<file path="src/rtl/fetch_unit_if.sv">
// ============================================================================
// Module      : fetch_unit_if
// Description : Fetch-unit bus: instruction-memory port, redirect and
//               decode-side valid/ready handshake.
// Revision    : 1.0 - initial release
// ============================================================================
`default_nettype none

interface fetch_unit_if #(
    parameter int PC_WIDTH    = 10,
    parameter int DATA_WIDTH  = 32,
    parameter int COUNT_WIDTH = 3
);
    logic [PC_WIDTH-1:0]    fu_out_imem_addr;
    logic [DATA_WIDTH-1:0]  fu_in_imem_data;
    logic                   fu_in_redirect;
    logic [PC_WIDTH-1:0]    fu_in_target;
    logic                   fu_in_ready;
    logic                   fu_out_valid;
    logic [DATA_WIDTH-1:0]  fu_out_instr;
    logic [PC_WIDTH-1:0]    fu_out_pc;
    logic [COUNT_WIDTH-1:0] fu_out_count;

    // master is the fetch unit itself; slave is memory plus pipeline side
    modport master (
        output fu_out_imem_addr, fu_out_valid, fu_out_instr, fu_out_pc, fu_out_count,
        input  fu_in_imem_data, fu_in_redirect, fu_in_target, fu_in_ready
    );

    modport slave (
        input  fu_out_imem_addr, fu_out_valid, fu_out_instr, fu_out_pc, fu_out_count,
        output fu_in_imem_data, fu_in_redirect, fu_in_target, fu_in_ready
    );
endinterface

`default_nettype wire

</file>
<file path="src/rtl/fetch_unit.sv">
// ============================================================================
// Module      : fetch_unit
// Description : Instruction-fetch front end: PC, synchronous imem access and
//               an instruction FIFO presented to decode via valid/ready.
// Revision    : 1.0 - initial release
// ============================================================================
`default_nettype none

module fetch_unit #(
    parameter int                   PC_WIDTH   = 10,
    parameter int                   DATA_WIDTH = 32,
    parameter int                   FIFO_DEPTH = 4,
    parameter logic [PC_WIDTH-1:0]  RESET_PC   = '0
) (
    input  logic          fu_in_clk,
    input  logic          fu_in_rst,
    fetch_unit_if.master  fu
);
    localparam int                  c_PTR_W    = $clog2(FIFO_DEPTH);
    localparam int                  c_CNT_W    = c_PTR_W + 1;
    localparam logic [c_CNT_W:0]    c_DEPTH    = (c_CNT_W+1)'(FIFO_DEPTH);
    localparam logic [PC_WIDTH-1:0] c_PC_ONE   = 1;
    localparam logic [c_PTR_W-1:0]  c_PTR_ONE  = 1;
    localparam logic [c_CNT_W-1:0]  c_CNT_ONE  = 1;

    logic [PC_WIDTH-1:0]   r_fetch_pc;
    logic                  r_inflight_valid;
    logic [PC_WIDTH-1:0]   r_inflight_pc;
    logic [DATA_WIDTH-1:0] r_instr_mem [FIFO_DEPTH];
    logic [PC_WIDTH-1:0]   r_pc_mem    [FIFO_DEPTH];
    logic [c_PTR_W-1:0]    r_head;
    logic [c_PTR_W-1:0]    r_tail;
    logic [c_CNT_W-1:0]    r_count;

    logic [c_CNT_W:0]      w_occupancy;
    logic                  w_has_space;
    logic                  w_valid;
    logic                  w_push;
    logic                  w_pop;

    // Reserving a slot for the in-flight word guarantees its push never drops
    assign w_occupancy = {1'b0, r_count} + {{c_CNT_W{1'b0}}, r_inflight_valid};
    assign w_has_space = (w_occupancy < c_DEPTH);
    assign w_valid     = (r_count != '0);
    assign w_push      = r_inflight_valid;
    assign w_pop       = w_valid && fu.fu_in_ready;

    always_ff @(posedge fu_in_clk) begin
        if (fu_in_rst) begin
            r_fetch_pc       <= RESET_PC;
            r_inflight_valid <= 1'b0;
            r_inflight_pc    <= '0;
            r_head           <= '0;
            r_tail           <= '0;
            r_count          <= '0;
        end else if (fu.fu_in_redirect) begin
            r_fetch_pc       <= fu.fu_in_target;
            r_inflight_valid <= 1'b0;
            r_head           <= '0;
            r_tail           <= '0;
            r_count          <= '0;
        end else begin
            if (w_has_space) begin
                r_fetch_pc       <= r_fetch_pc + c_PC_ONE;
                r_inflight_valid <= 1'b1;
                r_inflight_pc    <= r_fetch_pc;
            end else begin
                r_inflight_valid <= 1'b0;
            end
            if (w_push) begin
                r_tail <= r_tail + c_PTR_ONE;
            end
            if (w_pop) begin
                r_head <= r_head + c_PTR_ONE;
            end
            if (w_push && !w_pop) begin
                r_count <= r_count + c_CNT_ONE;
            end else if (!w_push && w_pop) begin
                r_count <= r_count - c_CNT_ONE;
            end
        end
    end

    // Storage needs no reset: entries are only observed when counted valid
    always_ff @(posedge fu_in_clk) begin
        if (!fu_in_rst && !fu.fu_in_redirect && w_push) begin
            r_instr_mem[r_tail] <= fu.fu_in_imem_data;
            r_pc_mem[r_tail]    <= r_inflight_pc;
        end
    end

    assign fu.fu_out_imem_addr = r_fetch_pc;
    assign fu.fu_out_valid     = w_valid;
    assign fu.fu_out_instr     = w_valid ? r_instr_mem[r_head] : '0;
    assign fu.fu_out_pc        = w_valid ? r_pc_mem[r_head] : '0;
    assign fu.fu_out_count     = r_count;

endmodule

`default_nettype wire

</file>
<file path="src/flat_wrapper.sv">
// flat-port wrapper written by rule: the top's interface ports become plain ports
module fetch_unit_flat 
#(
    parameter int                   PC_WIDTH   = 10,
    parameter int                   DATA_WIDTH = 32,
    parameter int                   FIFO_DEPTH = 4,
    parameter logic [PC_WIDTH-1:0]  RESET_PC   = '0
)
  (fu_in_clk, fu_in_rst, fu_fu_out_imem_addr, fu_fu_out_valid, fu_fu_out_instr, fu_fu_out_pc, fu_fu_out_count, fu_fu_in_imem_data, fu_fu_in_redirect, fu_fu_in_target, fu_fu_in_ready);
  fetch_unit_if #(.PC_WIDTH(PC_WIDTH), .DATA_WIDTH(DATA_WIDTH), .COUNT_WIDTH(3)) fu_i ();
  input  logic fu_in_clk;
  input  logic fu_in_rst;
  output wire logic [$bits(fu_i.fu_out_imem_addr)-1:0] fu_fu_out_imem_addr;
  output wire logic [$bits(fu_i.fu_out_valid)-1:0] fu_fu_out_valid;
  output wire logic [$bits(fu_i.fu_out_instr)-1:0] fu_fu_out_instr;
  output wire logic [$bits(fu_i.fu_out_pc)-1:0] fu_fu_out_pc;
  output wire logic [$bits(fu_i.fu_out_count)-1:0] fu_fu_out_count;
  input wire logic [$bits(fu_i.fu_in_imem_data)-1:0] fu_fu_in_imem_data;
  input wire logic [$bits(fu_i.fu_in_redirect)-1:0] fu_fu_in_redirect;
  input wire logic [$bits(fu_i.fu_in_target)-1:0] fu_fu_in_target;
  input wire logic [$bits(fu_i.fu_in_ready)-1:0] fu_fu_in_ready;
  assign fu_fu_out_imem_addr = fu_i.fu_out_imem_addr;
  assign fu_fu_out_valid = fu_i.fu_out_valid;
  assign fu_fu_out_instr = fu_i.fu_out_instr;
  assign fu_fu_out_pc = fu_i.fu_out_pc;
  assign fu_fu_out_count = fu_i.fu_out_count;
  assign fu_i.fu_in_imem_data = fu_fu_in_imem_data;
  assign fu_i.fu_in_redirect = fu_fu_in_redirect;
  assign fu_i.fu_in_target = fu_fu_in_target;
  assign fu_i.fu_in_ready = fu_fu_in_ready;
  fetch_unit #(.PC_WIDTH(PC_WIDTH), .DATA_WIDTH(DATA_WIDTH), .FIFO_DEPTH(FIFO_DEPTH), .RESET_PC(RESET_PC)) u_core (.fu_in_clk(fu_in_clk), .fu_in_rst(fu_in_rst), .fu(fu_i));
endmodule
</file>
<file path="config.mk">
export PLATFORM = sky130hd
export DESIGN_NAME = fetch_unit_flat
export DESIGN_NICKNAME = d
export VERILOG_FILES = /design/src/rtl/fetch_unit_if.sv /design/src/rtl/fetch_unit.sv /design/src/flat_wrapper.sv
export SDC_FILE = /design/constraint.sdc
export NUM_CORES = 1
export LEC_CHECK = 0
export ABC_AREA = 0
export BUFFER_PORTS_ARGS = -buffer_cell sky130_fd_sc_hd__buf_4
export CAP_MARGIN = 20
export CORE_UTILIZATION = 45
export CTS_CLUSTER_SIZE = 24
export DETAILED_ROUTE_END_ITERATION = 8
export PLACE_DENSITY_LB_ADDON = 0.2
export SLEW_MARGIN = 0
export SYNTH_ARGS = -nofsm -noshare
export SYNTH_HDL_FRONTEND = slang
export SYNTH_SLANG_ARGS = --single-unit
</file>
<file path="constraint.sdc">
create_clock -name fu_in_clk -period 2 [get_ports fu_in_clk]
set_input_delay 0.5 -clock fu_in_clk [delete_from_list [all_inputs] [get_ports fu_in_clk]]
set_output_delay 0.5 -clock fu_in_clk [all_outputs]
set_load 0.02 [all_outputs]
</file>
* Yosys cells after proc, flatten, opt, wreduce, memory -nomap -nowiden
Memory sizes are Yosys's and may differ from the RTL's. A register that Yosys moved wholly into a read port is not among the register bits. Index checks and enable logic that the tools add are counted.
Word-level totals: bits in registers 28, output and inout bits 56, memory bits (writable) 168, memories 2, logic and storage cells 43
Memories:
- u_core.r_instr_mem | words 4, bits a word 32, rd ports 1, clocked after memory_dff 1, wr ports 1, line fetch_unit.sv:29 | logic [DATA_WIDTH-1:0] r_instr_mem [FIFO_DEPTH];
- u_core.r_pc_mem | words 4, bits a word 10, rd ports 1, clocked after memory_dff 1, wr ports 1, line fetch_unit.sv:30 | logic [PC_WIDTH-1:0] r_pc_mem [FIFO_DEPTH];
Cells by class: magnitude comparators 1, add/subtract/negate cells 6, bitwise gates (word level) 1, mux-type cells 13, reductions and logical operators 14
Operators with widths (number):
- 32-bit 2-to-1 mux | 1
- 10-bit 2-to-1 mux | 3
- 10-bit by 1-bit adder with 10-bit output (second input constant) | 1
- 2-bit 2-to-1 mux | 4
- 3-bit 2-to-1 mux | 2
- 1-bit logical AND | 5
- 2-bit by 1-bit adder with 2-bit output (second input constant) | 2
- 3-bit by 1-bit adder with 4-bit output | 1
- 1-bit logical NOT | 4
- 4-bit by 3-bit < comparator with 1-bit output (second input constant) | 1
- 2-bit nonzero test | 2
- 3-bit by 1-bit adder with 3-bit output (second input constant) | 1
- 1-bit 2-to-1 mux | 3
- 3-bit nonzero test | 1
- 3-bit by 1-bit subtractor with 3-bit output (second input constant) | 1
- 2-bit AND reduction | 1
- 2-bit OR reduction | 1
- 1-bit inverter | 1

* Longest topological paths before layout
depth after elaboration 5, mapped depth 9, mapped depth without buffers 8

* Worst setup path after synthesis
OpenSTA, ideal clock, no wires.
path type register -> register, start point register u_core.r_count[2], in the netlist u_core.fu.fu_out_count[2], end point register u_core.r_count[2], in the netlist u_core.fu.fu_out_count[2], period minus slack after synthesis 2.293 ns, arrival 2.222 ns, cell stages (with the launch flop) 10, buffers on the path 1, required time 1.930 ns, setup slack -0.293 ns, cell sequence dfxtp_1 > or3_1 > clkbuf_1 > nand2_1 > ha_1 > inv_1 > fa_1 > xor2_1 > or3_1 > a21oi_1
Between the ends: longest elaborated chain between the ends 5, elaborated cells on any way between the ends 10, classes of those cells add/sub (2); mux (2); reduce/logical (6)
RTL lines:
- start, declared | line fetch_unit.sv:33 | logic [c_CNT_W-1:0] r_count;
- start signal, assigned | line fetch_unit.sv:77 | r_count <= r_count + c_CNT_ONE;
- start signal, assigned | line fetch_unit.sv:79 | r_count <= r_count - c_CNT_ONE;
- branches (longest 5 deep; another with 3-bit by 1-bit subtractor with 3-bit output)
Parallel ways; which one is timed is not known. The select of a mux whose other input is x is not followed. A chain may end at the register's enable or synchronous reset.

==> flow_metrics.env <==
export IMPL_numCtsBuffers=17
export IMPL_drc=0
export IMPL_hp_start="fu_fu_in_imem_data[29]"
export IMPL_io_pins=102
export IMPL_path_max_fanout=4
export IMPL_grt_util_all_layers_pct=17.2
export IMPL_wl_per_cell_um=18.0
export IMPL_ir_worst_vdd_v=0.000642
export IMPL_cp_arrival_ns=1.83
export IMPL_clkTransAtPathRegs_ns=0.07
export IMPL_ant_nets=0
export IMPL_r2r_start="u_core.fu.fu_out_count[0]"
export IMPL_fmax_mhz=429
export IMPL_routed_via_density=5.07
export IMPL_synthCells=428
export IMPL_core_rowCount=47
export IMPL_leakagePower_nw=3.53
export IMPL_netlist_area_leader_share_pct=65.2
export IMPL_dieArea_um2=17700
export IMPL_route_vias_total=3977
export IMPL_cts_tree="built"
export IMPL_htreeDepth=4
export IMPL_layoutNonFillerInstCount=785
export IMPL_synth_cell_types=37
export IMPL_final_min_clock_period_ns=2.33
export IMPL_async_flop_share_pct=0
export IMPL_synth_seq_cells=198
export IMPL_cp_depth=4
export IMPL_crit_buf_inv=2
export IMPL_hp_class="input pin to flip-flop"
export IMPL_final_common_cell="edfxtp_1"
export IMPL_slowest_delay_ns=0.52
export IMPL_run_status="finished, violations left"
export IMPL_crit_top_cell="buf_4"
export IMPL_routabilityCongestion=0.755
export IMPL_drt_iter0_markers=180
export IMPL_timing_final_ws_setup_ns=-0.331
export IMPL_slowest_stage="mux4_2"
export IMPL_grt_max_degree=31
export IMPL_seq_area_frac_synth_pct=72.9
export IMPL_portBuffers=101
export IMPL_clock_latency_ns=0.43
export IMPL_grt_pass1_vias=4174
export IMPL_setup_viol=44
export IMPL_ys_flop_type="edfxtp_1"
export IMPL_p_per_area_nw_per_um2=920
export IMPL_core_area_um2=16700
export IMPL_synth_edf_count=168
export IMPL_critPathRequiredTime_ns=1.50
export IMPL_finalHoldViolCount=0
export IMPL_max_cap_violations=0
export IMPL_synthesis_nets=481
export IMPL_syn_to_final_growth_pct=28.0
export IMPL_finalPower_w=0.00912
export IMPL_worst_slew_pin_slew_ns=0.523
export IMPL_fp_dieW_um=133
export IMPL_layout_common_cells="edfxtp_1, buf_4, mux4_2"
export IMPL_start_kind="flip-flop"
export IMPL_antenna_found_initial=0
export IMPL_r2r_cells=9
export IMPL_setup_worst_path_end="fu_fu_out_pc[0]"
export IMPL_dr_pass1_iters=4
export IMPL_drt_wl_total_um=14100
export IMPL_path_delay_family="multiplexers"
export IMPL_fin_nets=605
export IMPL_rsz0062_at_grt="true"
export IMPL_timing_final_crit_share_pct=117
export IMPL_syn_area_um2=7740
export IMPL_r2r_slack_ns=-0.16
export IMPL_yosysWarnings=0
export IMPL_crit_chain="buf_4 -> mux4_2 -> and2_1 -> buf_4"
export IMPL_end_kind="output port"
export IMPL_yosysTopAreaCell="edfxtp_1"
export IMPL_skew_ns=0.00635
export IMPL_utilization_pct=59.3
export IMPL_violations="negative setup slack"
export IMPL_overflow=0
export IMPL_drive_above_1_share_pct=45.8
export IMPL_cts_path_max_buffers=2
export IMPL_cts_sinks=198
export IMPL_start_util_pct=46.3
export IMPL_dpl_cell_count=750
export IMPL_grt_pass1_wl_um=22300
export IMPL_hold_buffers=0
export IMPL_drv_slew=0
export IMPL_slew_headroom_pct=65.0
export IMPL_dpl_hpwl_um=8460
export IMPL_r2r_end="u_core.fu.fu_out_count[2]"
export IMPL_path_class="flip-flop to output port"
export IMPL_n_antenna_cell=0
export IMPL_synth_area_leaders="edfxtp_1, mux4_2, dfxtp_1, and2_1, a21oi_1"
export IMPL_syn_area_per_cell_um2=18.1
export IMPL_die_h_um=133
export IMPL_root_buffer="clkbuf_16"
cells in the mapped netlist (all sizes together) (2+ instances only):
cell / number
a21oi: 19
and2: 42
and3: 5
buf: 10
clkbuf: 13
dfxtp: 30
edfxtp: 168
ha: 6
inv: 11
mux2i: 4
mux4: 42
nand2: 23
nand3: 3
nand4: 2
nor2: 10
nor3: 3
o21a: 8
or3: 3
xnor2: 5
xor2: 9
area by class of cell:
class | count | area, um2
tap | 220 | 275
clock buffer | 20 | 437
timing repair buffer | 128 | 1250
inverter | 11 | 41.3
sequential | 198 | 5660
fill | 1322 | 6790
multi-input combinational | 196 | 2070
clock inverter | 12 | 178
repair_timing:
action / in CTS / in global routing
pin swaps: 22 / 2
setup buffers: 1 / 1
cloned: 1 / 0
endpoints found under the setup margin: 44 / 44
gates resized for setup: 60 / 28
report_power, final:
group | total, W | switching [W] | internal (W)
logic | 0.00105 | 0.000496 | 0.000559
registers | 0.00457 | 0.0000443 | 0.00452
clock network | 0.00349 | 0.00140 | 0.00209
total | 0.00912 | 0.00194 | 0.00718
flip-flops by register name, indices dropped and copies added, names as in the netlist, named ones only:
register                    count
u_core.r_tail                   2
u_core.r_inflight_valid         1
u_core.fu.fu_out_imem_addr     10
u_core.r_inflight_pc           10
u_core.r_head                   2
u_core.fu.fu_out_count          3
u_core.r_pc_mem                40
u_core.r_instr_mem            128
kinds of logic (layout without fill, tap and decap cells):
group	Yosys count	in the layout	synth area share, %
compound gates	29	29	2.15
flops	198	198	72.9
mux	47	47	12.9
simple gates	99	99	7.21
xor+xnor	14	14	1.58
buf+inv	34	171	2.00
fa+ha+maj	7	7	1.23
routing by layer:
layer  global-route usage [%]  routed length (um)
met1                     21.5                6130
met2                     29.1                7230
met3                     3.96                 527
met4                     6.63                 216
met5                        0                   0
worst register-to-register path, stage by stage, from the launching register on:
cell and delay (ns):
dfxtp_4 0.34, or3_4 0.46, buf_6 0.15, nand2_4 0.06, ha_4 0.14, inv_2 0.04, fa_2 0.33, xor2_1 0.15
or3_1 0.31, a21oi_1 0.12
worst min-delay path by stage:
| stage | depth (start not counted) | endpoint |
|---|---|---|
| 2_1_floorplan | 0 | u_core.r_pc_mem[0][0] |
| 3_3_place_gp | 0 | u_core.r_pc_mem[2][8] |
| 3_5_place_dp | 2 | u_core.r_inflight_pc[9] |
| 4_1_cts | 1 | u_core.r_instr_mem[2][26] |
| 5_1_grt | 1 | u_core.r_instr_mem[0][22] |
| 6_report | 1 | u_core.r_instr_mem[1][29] |
through the flow:
step / setup WS [ns] / hold slack [ns] / setup TNS [ns] / cell area (um2)
final: -0.331 / 0.270 / -13.01 / 9910
after global routing: -0.399 / 0.252 / -15.97 / 9910
after CTS: -0.388 / 0.246 / -15.07 / 9810
after detailed placement: -0.0114 / 0.491 / -0.0114 / 8980
after global placement: 0.0526 / 0.476 / 0 / 8980
after floorplan: -0.0726 / 0.460 / -0.0726 / 7780
No activity file was read; power rests on OpenSTA's default activity.
